## config.mk

```make
export PLATFORM = sky130hd
export DESIGN_NAME = pwm_generator_multi
export DESIGN_NICKNAME = d
export VERILOG_FILES = /design/src/rtl/led_display_package.sv /design/src/rtl/pwm_prescaler.sv /design/src/rtl/pwm_generator_multi.sv
export SDC_FILE = /design/constraint.sdc
export NUM_CORES = 1
export LEC_CHECK = 0
export CAP_MARGIN = 20
export CELL_PAD_IN_SITES_DETAIL_PLACEMENT = 0
export CELL_PAD_IN_SITES_GLOBAL_PLACEMENT = 2
export CORE_AREA = 5 5 90 133
export DETAILED_ROUTE_END_ITERATION = 6
export DIE_AREA = 0 0 95 138
export PLACE_DENSITY = 0.86
export SLEW_MARGIN = 20
export SYNTH_ARGS = -nofsm -noshare
export SYNTH_HDL_FRONTEND = slang
export SYNTH_HIERARCHICAL = 1
export SYNTH_SLANG_ARGS = --single-unit
```

## constraint.sdc

```tcl
create_clock -name clk_in -period 2 [get_ports clk_in]
set_input_delay 0.2 -clock clk_in [delete_from_list [all_inputs] [get_ports clk_in]]
set_output_delay 0.2 -clock clk_in [all_outputs]
set_load 0.05 [all_outputs]
```

## src/rtl/led_display_package.sv

```systemverilog
// Shared definitions for the LED display path: PWM duty type and the
// prescaler divide helper used by the PWM generators.
package led_display_package;

    localparam int unsigned PWM_BIT_W = 8;

    typedef logic [PWM_BIT_W-1:0] pwm_duty_t;

    // Integer divide, never below 1 so a fast PWM request still ticks every clock.
    function automatic int unsigned pwm_div(
        input longint unsigned sys_clk,
        input longint unsigned pwm_freq,
        input int unsigned     bit_w
    );
        longint unsigned d;
        d = sys_clk / (pwm_freq * (64'd1 << bit_w));
        if (d < 64'd1) begin
            d = 64'd1;
        end
        return d[31:0];
    endfunction

endpackage

```

## src/rtl/pwm_prescaler.sv

```systemverilog
// Tick generator for the PWM period counter: one tick every DIV clocks
// while enabled, counter parked at 0 while disabled.
module pwm_prescaler #(
    parameter int unsigned DIV = 1
) (
    input  logic clk_in,
    input  logic n_reset_in,
    input  logic enable_in,
    output logic tick_out
);

    localparam int unsigned CW = (DIV > 1) ? $clog2(DIV) : 1;
    localparam logic [CW-1:0] LAST = CW'(DIV - 1);

    logic [CW-1:0] cnt_q;
    logic [CW-1:0] cnt_d;

    always_comb begin
        cnt_d    = cnt_q;
        tick_out = 1'b0;
        if (!enable_in) begin
            cnt_d = '0;
        end else if (cnt_q == LAST) begin
            cnt_d    = '0;
            tick_out = 1'b1;
        end else begin
            cnt_d = cnt_q + 1'b1;
        end
    end

    always_ff @(posedge clk_in or negedge n_reset_in) begin
        if (!n_reset_in) begin
            cnt_q <= '0;
        end else begin
            cnt_q <= cnt_d;
        end
    end

endmodule

```

## src/rtl/pwm_generator_multi.sv

```systemverilog
// Multi-channel PWM generator: shared period counter, double-buffered duty
// registers applied only at period boundaries, optional phase staggering.
module pwm_generator_multi
    import led_display_package::*;
#(
    parameter int unsigned SYS_CLK_FREQ = 100_000_000,
    parameter int unsigned PWM_FREQ     = 20_480,
    parameter int unsigned BIT_W        = 8,
    parameter int unsigned NUM_CH       = 3,
    parameter bit          STAGGER      = 1'b0,
    parameter bit          SIMULATION   = 1'b0
) (
    input  logic                    clk_in,
    input  logic                    n_reset_in,
    input  logic                    enable_in,
    input  logic [NUM_CH*BIT_W-1:0] duty_in,
    input  logic                    duty_valid_in,
    output logic                    duty_ready_out,
    output logic [NUM_CH-1:0]       pwm_out,
    output logic                    period_start_out
);

    localparam int unsigned DIV    = SIMULATION ? 1 : pwm_div(SYS_CLK_FREQ, PWM_FREQ, BIT_W);
    localparam int unsigned PERIOD = 1 << BIT_W;

    logic                    tick;
    logic                    boundary;
    logic                    accept;
    logic                    apply;

    logic [BIT_W-1:0]        cnt_q, cnt_d;
    logic [NUM_CH*BIT_W-1:0] pending_q, pending_d;
    logic [NUM_CH*BIT_W-1:0] active_q, active_d;
    logic                    pending_full_q, pending_full_d;
    logic                    duty_ready_q, duty_ready_d;
    logic                    period_start_q, period_start_d;
    logic [NUM_CH-1:0]       pwm_q, pwm_d;

    pwm_prescaler #(
        .DIV (DIV)
    ) u_prescaler (
        .clk_in     (clk_in),
        .n_reset_in (n_reset_in),
        .enable_in  (enable_in),
        .tick_out   (tick)
    );

    // With no period running while disabled, a pending set is applied at once.
    always_comb begin
        boundary       = tick && (cnt_q == '1);
        accept         = duty_valid_in && duty_ready_q;
        apply          = pending_full_q && (boundary || !enable_in);

        cnt_d          = cnt_q;
        if (!enable_in) begin
            cnt_d = '0;
        end else if (tick) begin
            cnt_d = cnt_q + 1'b1;
        end

        pending_d      = accept ? duty_in : pending_q;
        pending_full_d = accept || (pending_full_q && !apply);
        active_d       = apply ? pending_q : active_q;
        duty_ready_d   = !pending_full_d;
        period_start_d = boundary;
    end

    for (genvar i = 0; i < NUM_CH; i++) begin : g_ch
        localparam logic [BIT_W-1:0] OFF = STAGGER ? BIT_W'(i * (PERIOD / NUM_CH)) : '0;
        logic [BIT_W-1:0] cnt_ch;
        assign cnt_ch   = cnt_q + OFF;
        assign pwm_d[i] = enable_in && (cnt_ch < active_q[i*BIT_W +: BIT_W]);
    end

    always_ff @(posedge clk_in or negedge n_reset_in) begin
        if (!n_reset_in) begin
            cnt_q          <= '0;
            pending_q      <= '0;
            active_q       <= '0;
            pending_full_q <= 1'b0;
            duty_ready_q   <= 1'b1;
            period_start_q <= 1'b0;
            pwm_q          <= '0;
        end else begin
            cnt_q          <= cnt_d;
            pending_q      <= pending_d;
            active_q       <= active_d;
            pending_full_q <= pending_full_d;
            duty_ready_q   <= duty_ready_d;
            period_start_q <= period_start_d;
            pwm_q          <= pwm_d;
        end
    end

    assign duty_ready_out   = duty_ready_q;
    assign period_start_out = period_start_q;
    assign pwm_out          = pwm_q;

endmodule

```

==> run summary, run 1 <==
Adder-cell share of the synthesized area: 8.27%
Final Hold Fails: 0
I/O pin count: 33
Die area: 13100 um^2
Chip height: 138 um
Met2 Track Usage GR: 19.9%
Peak Freq: 504 MHz
Slew headroom: 57.0%
Mapped Area: 3630 um^2
Final Skew: 0.00647 ns
Vias in the first global route: 2691
Vias per cell: 5.07
Post-synthesis cell count: 328
Fin. max-slew vios: 0
GRT Overall Usage: 12.7%
Synth Area in Simple Gates: 12.9%
Pre-CTS WS: -0.0143 ns
Critical-path cell list: inv_1, ha_1, nand3b_1, nor3b_2, buf_4, nand4_4, o21a_4, buf_12, a22o_1
Die width: 95 um
Crit-path max FO: 13
Critical R2R Launch: u_prescaler/cnt_q[0]$_DFF_PN0_
Largest net degree at the start of global routing: 50
Clock Sink Count: 67
Clock Tree Root: clkbuf_16
Remaining DRCs: 0
DR WL/cell: 15.4 um
Share of layout cells above drive strength 1: 21.4%
Clock transition at path regs: 0.06 ns
Area Growth Syn to Fin: 26.5%
CP endpoint kind: register
Syn_nets: 380
Slowest stage cell, crit path: dfrtp_1
Synth warnings: 6
Initial Utilization: 34.3%
Initial antenna violation count: 0
Startpoint class of the critical path: register
Run status: finished clean
Reg2reg path depth: 9
WP data required: 2.21 ns
Maxcap violations: 0
Synth Area in XOR/XNOR: 0.965%
Maximum vdd drop: 0.565 mV
P per Cell Area: 930 nW/um^2
Site Rows: 46
Hold WC Path Type: in2async
Sequential-to-total area share from yosys stat: 46.2%
Netlist cell types: 40
Post-DRT Antenna Nets: 0
Worst hold slack: 0.435 ns
Syn avg cell area: 11.1 um^2
Mux contribution to synthesized area: 7.72%
H-Tree Depth: 3
Worst skew pair latency: 0.33 ns
Core area: 10600 um^2
Final worst-path cycle share: 99.3%
Min Tclk post-route: 1.99 ns
CTS Buffer Depth: 2
R2R setup slack: 0.01 ns
CTS tree: done
RSZ-0062 raised after global routing: true
FF+latch count, synth: 67
CTS Buf Count: 9
Worst R2R End: pending_full_q$_DFF_PN0_
Global-route wire length before repair: 13300 um
Drt total wl: 8060 um
Placer Congestion: 0.813
Total Power: 4.27 mW
Top Usage Layer GRT: met2
WS Path Type: reg2reg
Initial DRC count: 171
Largest family of logic cells by synthesized area: compound AO/OA/AOI/OAI gates
Tightest Pin Transition: 0.645 ns
Vias: 2651
CP peak stage delay: 0.37 ns
Pre-Repair DR Iteration Count: 4
Inserted Diodes: 0
IO buf count: 32
Met3 Use GR: 2.39%
GR Layer Usage met1: 16.4%
# setup viols final: 0
PnR worst setup slack: 0.0147 ns
Arr. time, crit path: 2.20 ns
Compound-Gate Fraction of Synth Area: 18.9%
P_leak: 2.04 nW
Post-DP HPWL: 5450 um
Nets: 426
Total gr overflow: 0
## per-stage QoR
step | util (%) | cell area [um^2] | instances | TNS [ns]
finish | 43.4 | 4590 | 523 | 0
global route | 43.4 | 4590 | 523 | -1.82
CTS | 42.0 | 4450 | 516 | 0
detailed placement | 39.3 | 4160 | 499 | -0.0143
global placement | 39.3 | 4160 | 499 | -0.00959
floorplan | - | 3630 | 328 | 0
## power breakdown
part / total (mW) / leakage, nW / internal, mW / switching [mW]
registers: 1.86 / 0.803 / 1.65 / 0.211
logic: 0.958 / 1.10 / 0.488 / 0.470
clock network: 1.45 / 0.137 / 0.903 / 0.546
## registers in the layout (all words and copies together) (netlist names)
signal / flops
pending_full_q: 1
cnt_q: 8
pwm_out: 3
period_start_out: 1
duty_ready_out: 1
active_q: 24
pending_q: 24
u_prescaler/cnt_q: 5
## synth_stat cells
cell type	count	area share, %
dfrtp_1	66	45
o211ai_1	31	6.4
nand2_1	28	2.9
nand2b_1	26	4.5
ha_1	24	8.3
inv_1	22	2.3
o211ai_2	20	6.9
mux2_2	19	5.9
clkbuf_1	12	1.2
a21oi_1	9	1.2
nor2_1	7	0.72
mux2_1	5	1.6
buf_2	4	0.55
nand3_1	4	0.55
nor2b_1	4	0.69
nor3b_1	4	0.83
a2111oi_0	3	0.72
a211oi_1	3	0.62
o2111a_1	3	0.93
o21ai_0	3	0.41
o21ai_1	3	0.41
a21boi_1	2	0.41
buf_6	2	0.62
nand3b_1	2	0.41
nand4_1	2	0.34
o31ai_1	2	0.41
or3_1	2	0.34
or4_1	2	0.41
xnor2_1	2	0.48
xor2_1	2	0.48
a22o_1	1	0.24
and2_1	1	0.17
buf_4	1	0.21
dfstp_2	1	0.72
inv_2	1	0.10
mux2i_1	1	0.28
nand4_2	1	0.34
nand4_4	1	0.59
nor3_1	1	0.14
o21a_1	1	0.21
## kinds of logic after synthesis
kind of cell,count (synthesis)
flops,67
mux,25
fa+ha+maj,24
compound gates,81
xor+xnor,4
simple gates,85
buf+inv,42
## per-layer routing
metal  up-vias  wire length, um
met5         -                0
met4         0              178
met3        11              159
li1       1287                -
met2        29             4170
met1      1324             3550
## critical path, delay by kind of cell (launching register included)
| kind | cells | cell delay, ns |
|---|---|---|
| simple gates | 3 | 0.49 |
| compound gates | 2 | 0.46 |
| buf+inv | 3 | 0.39 |
| flops | 1 | 0.37 |
| fa+ha+maj | 1 | 0.16 |
## timing repair
action | CTS | global route
hold buffers | 1 | 0
setup buffers | 0 | 4
gates resized for setup | 1 | 9
pin swaps | 0 | 7
cloned | 0 | 3
endpoints found under the hold margin | 24 | 0
endpoints found under the setup margin | 1 | 30
## layout make-up
| cell class | count | area (um^2) |
|---|---|---|
| Clock buffer | 14 | 264 |
| Clock inverter | 2 | 10.0 |
| Fill cell | 1021 | 6000 |
| Inverter | 23 | 86.3 |
| Multi-Input combinational cell | 219 | 1800 |
| Sequential cell | 67 | 1680 |
| Tap cell | 144 | 180 |
| Timing Repair Buffer | 54 | 573 |
## worst max path at each step
stage / startpoint / end / slack [ns]
after floorplan: u_prescaler/cnt_q[0]$_DFF_PN0_ / active_q[0]$_DFFE_PN0P_ / 0.04
after global placement: enable_in / pwm_out[0]$_DFF_PN0_ / -0.01
after detailed placement: enable_in / pwm_out[0]$_DFF_PN0_ / -0.01
after CTS: u_prescaler/cnt_q[0]$_DFF_PN0_ / active_q[3]$_DFFE_PN0P_ / 0.0008
after global routing: u_prescaler/cnt_q[0]$_DFF_PN0_ / pending_full_q$_DFF_PN0_ / -0.1
final: u_prescaler/cnt_q[0]$_DFF_PN0_ / pending_full_q$_DFF_PN0_ / 0.01
## layout by cell type, fill, tap and decap left out, drive strengths merged, types with 3 or more instances in the layout
master / instances
ha: 24
o21ai: 6
inv: 23
a211oi: 3
mux2: 24
nand4: 4
nor3b: 4
a21oi: 9
dfrtp: 66
nand2b: 26
buf: 19
clkdlybuf4s50: 31
a2111oi: 3
nor2: 7
nand2: 28
nand3: 4
clkbuf: 17
o211ai: 51
o2111a: 3
nor2b: 4
(Power assumes the default switching activity.)
==> run 2: changes to the inputs <==
Settings changed: HOLD_SLACK_MARGIN set to 0.05, SKIP_CTS_REPAIR_TIMING set to 1.
==> run 2 against run 1 <==
  * Sequential power about the same
  * Via count decreased by 0.41%
  * Clock skew down 0.0011 ns
==> run summary, run 2 (synthesized netlist as in run 1, its figures left out) <==
Run status: finished clean
Startpoint class of the critical path: register
Inserted Diodes: 0
CP peak stage delay: 0.37 ns
Worst hold slack: 0.432 ns
Pre-Repair DR Iteration Count: 4
WS Path Type: reg2reg
Slowest stage cell, crit path: dfrtp_1
Vias in the first global route: 2682
Worst skew pair latency: 0.33 ns
Arr. time, crit path: 2.20 ns
Most common cell after layout, fill and taps aside: dfrtp_1
Clock Sink Count: 67
Clock transition at path regs: 0.05 ns
Filler cells: 1019
Final worst-path cycle share: 99.3%
Share of layout cells above drive strength 1: 21.4%
CTS Buffer Depth: 2
Initial DRC count: 147
# placed instances: 499
Final Skew: 0.00540 ns
Die area: 13100 um^2
Maxcap violations: 0
Vias per cell: 5.05
Post-DRT Antenna Nets: 0
Total gr overflow: 0
Fin. max-slew vios: 0
Hold WC Path Type: in2async
WP data required: 2.21 ns
Final Hold Fails: 0
Post-DP HPWL: 5450 um
H-Tree Depth: 3
Initial Utilization: 34.3%
Chip height: 138 um
Global-route wire length before repair: 13300 um
RSZ-0062 raised after global routing: true
Site Rows: 46
CP endpoint kind: register
Crit-path max FO: 13
R2R setup slack: 0.01 ns
IO buf count: 32
Area Growth Syn to Fin: 26.5%
Initial antenna violation count: 0
GRT Overall Usage: 12.7%
# setup viols final: 0
Non-Filler Instances: 523
Nets: 426
Commonest cells after routing, fill and taps aside: dfrtp_1 (66), o211ai_1 (31), clkdlybuf4s50_1 (31)
P_leak: 2.04 nW
Die width: 95 um
Vias: 2640
Tightest Pin Transition: 0.636 ns
Remaining DRCs: 0
P per Cell Area: 929 nW/um^2
CTS tree: done
Largest regs: active_q (24), pending_q (24), cnt_q (8)
Maximum vdd drop: 0.566 mV
Min Tclk post-route: 1.99 ns
I/O pin count: 33
Placer Congestion: 0.813
Core area: 10600 um^2
Clock Tree Root: clkbuf_16
CTS Buf Count: 9
DR WL/cell: 15.4 um
Peak Freq: 504 MHz
Drt total wl: 8050 um
Setup TNS: 0 ns
Largest net degree at the start of global routing: 50
Slew headroom: 57.6%
Critical-path cell list: inv_1, ha_1, nand3b_1, nor3b_2, buf_4, nand4_4, o21a_4, buf_12, a22o_1
==> run 2: power by group <==
part	internal (mW)	switching [mW]	leakage, nW
registers	1.65	0.210	0.803
clock network	0.903	0.545	0.137
logic	0.488	0.469	1.10
==> run 2: area by class of cell <==
type                            instances  area (um^2)  area share [%]
Clock buffer                           14          264            5.75
Clock inverter                          2         10.0           0.218
Inverter                               23         86.3            1.88
Multi-Input combinational cell        219         1800            39.2
Sequential cell                        67         1680            36.5
Tap cell                              144          180            3.92
Timing Repair Buffer                   54          573            12.5
==> run 2: path summary, 6_finish.rpt <==
path                                                      from                        to  cells after the start
worst min-delay path                                n_reset_in  pending_q[3]$_DFFE_PN0P_                      2
max in group asynchronous                           n_reset_in      cnt_q[4]$_DFFE_PN0P_                      3
worst max register to register  u_prescaler/cnt_q[0]$_DFF_PN0_  pending_full_q$_DFF_PN0_                      9
worst min register to register        pending_q[0]$_DFFE_PN0P_  pending_q[0]$_DFFE_PN0P_                      1
worst max-delay path            u_prescaler/cnt_q[0]$_DFF_PN0_  pending_full_q$_DFF_PN0_                      9
min in group clk_in                                 duty_in[2]  pending_q[2]$_DFFE_PN0P_                      2
==> run 2: per-stage QoR <==
stage          setup WS (ns)  cell area [um^2]  util, %  power (mW)
5_1_grt              -0.0950              4590     43.4        4.53
3_5_place_dp         -0.0143              4160     39.3        2.85
3_3_place_gp        -0.00959              4160     39.3        2.79
2_1_floorplan         0.0434              3630        -        2.54
6_report              0.0143              4590     43.4        4.27
4_1_cts              -0.0283              4440     41.9        4.32
==> run 2: critical path: cells and delay by family, from the launching register on <==
kind            cells  cell delay [ns]
simple gates        3             0.49
fa+ha+maj           1             0.16
buf+inv             3             0.39
compound gates      2             0.46
flops               1             0.37
==> run 2: metal layers <==
metal	wire length (um)	global-route usage, %	part of all wire (%)	vias up
met2	4180	19.8	52	33
met4	179	6.84	2.2	0
met1	3510	16.4	44	1304
li1	-	-	-	1293
met3	171	2.39	2.1	10
met5	0	0	0	-
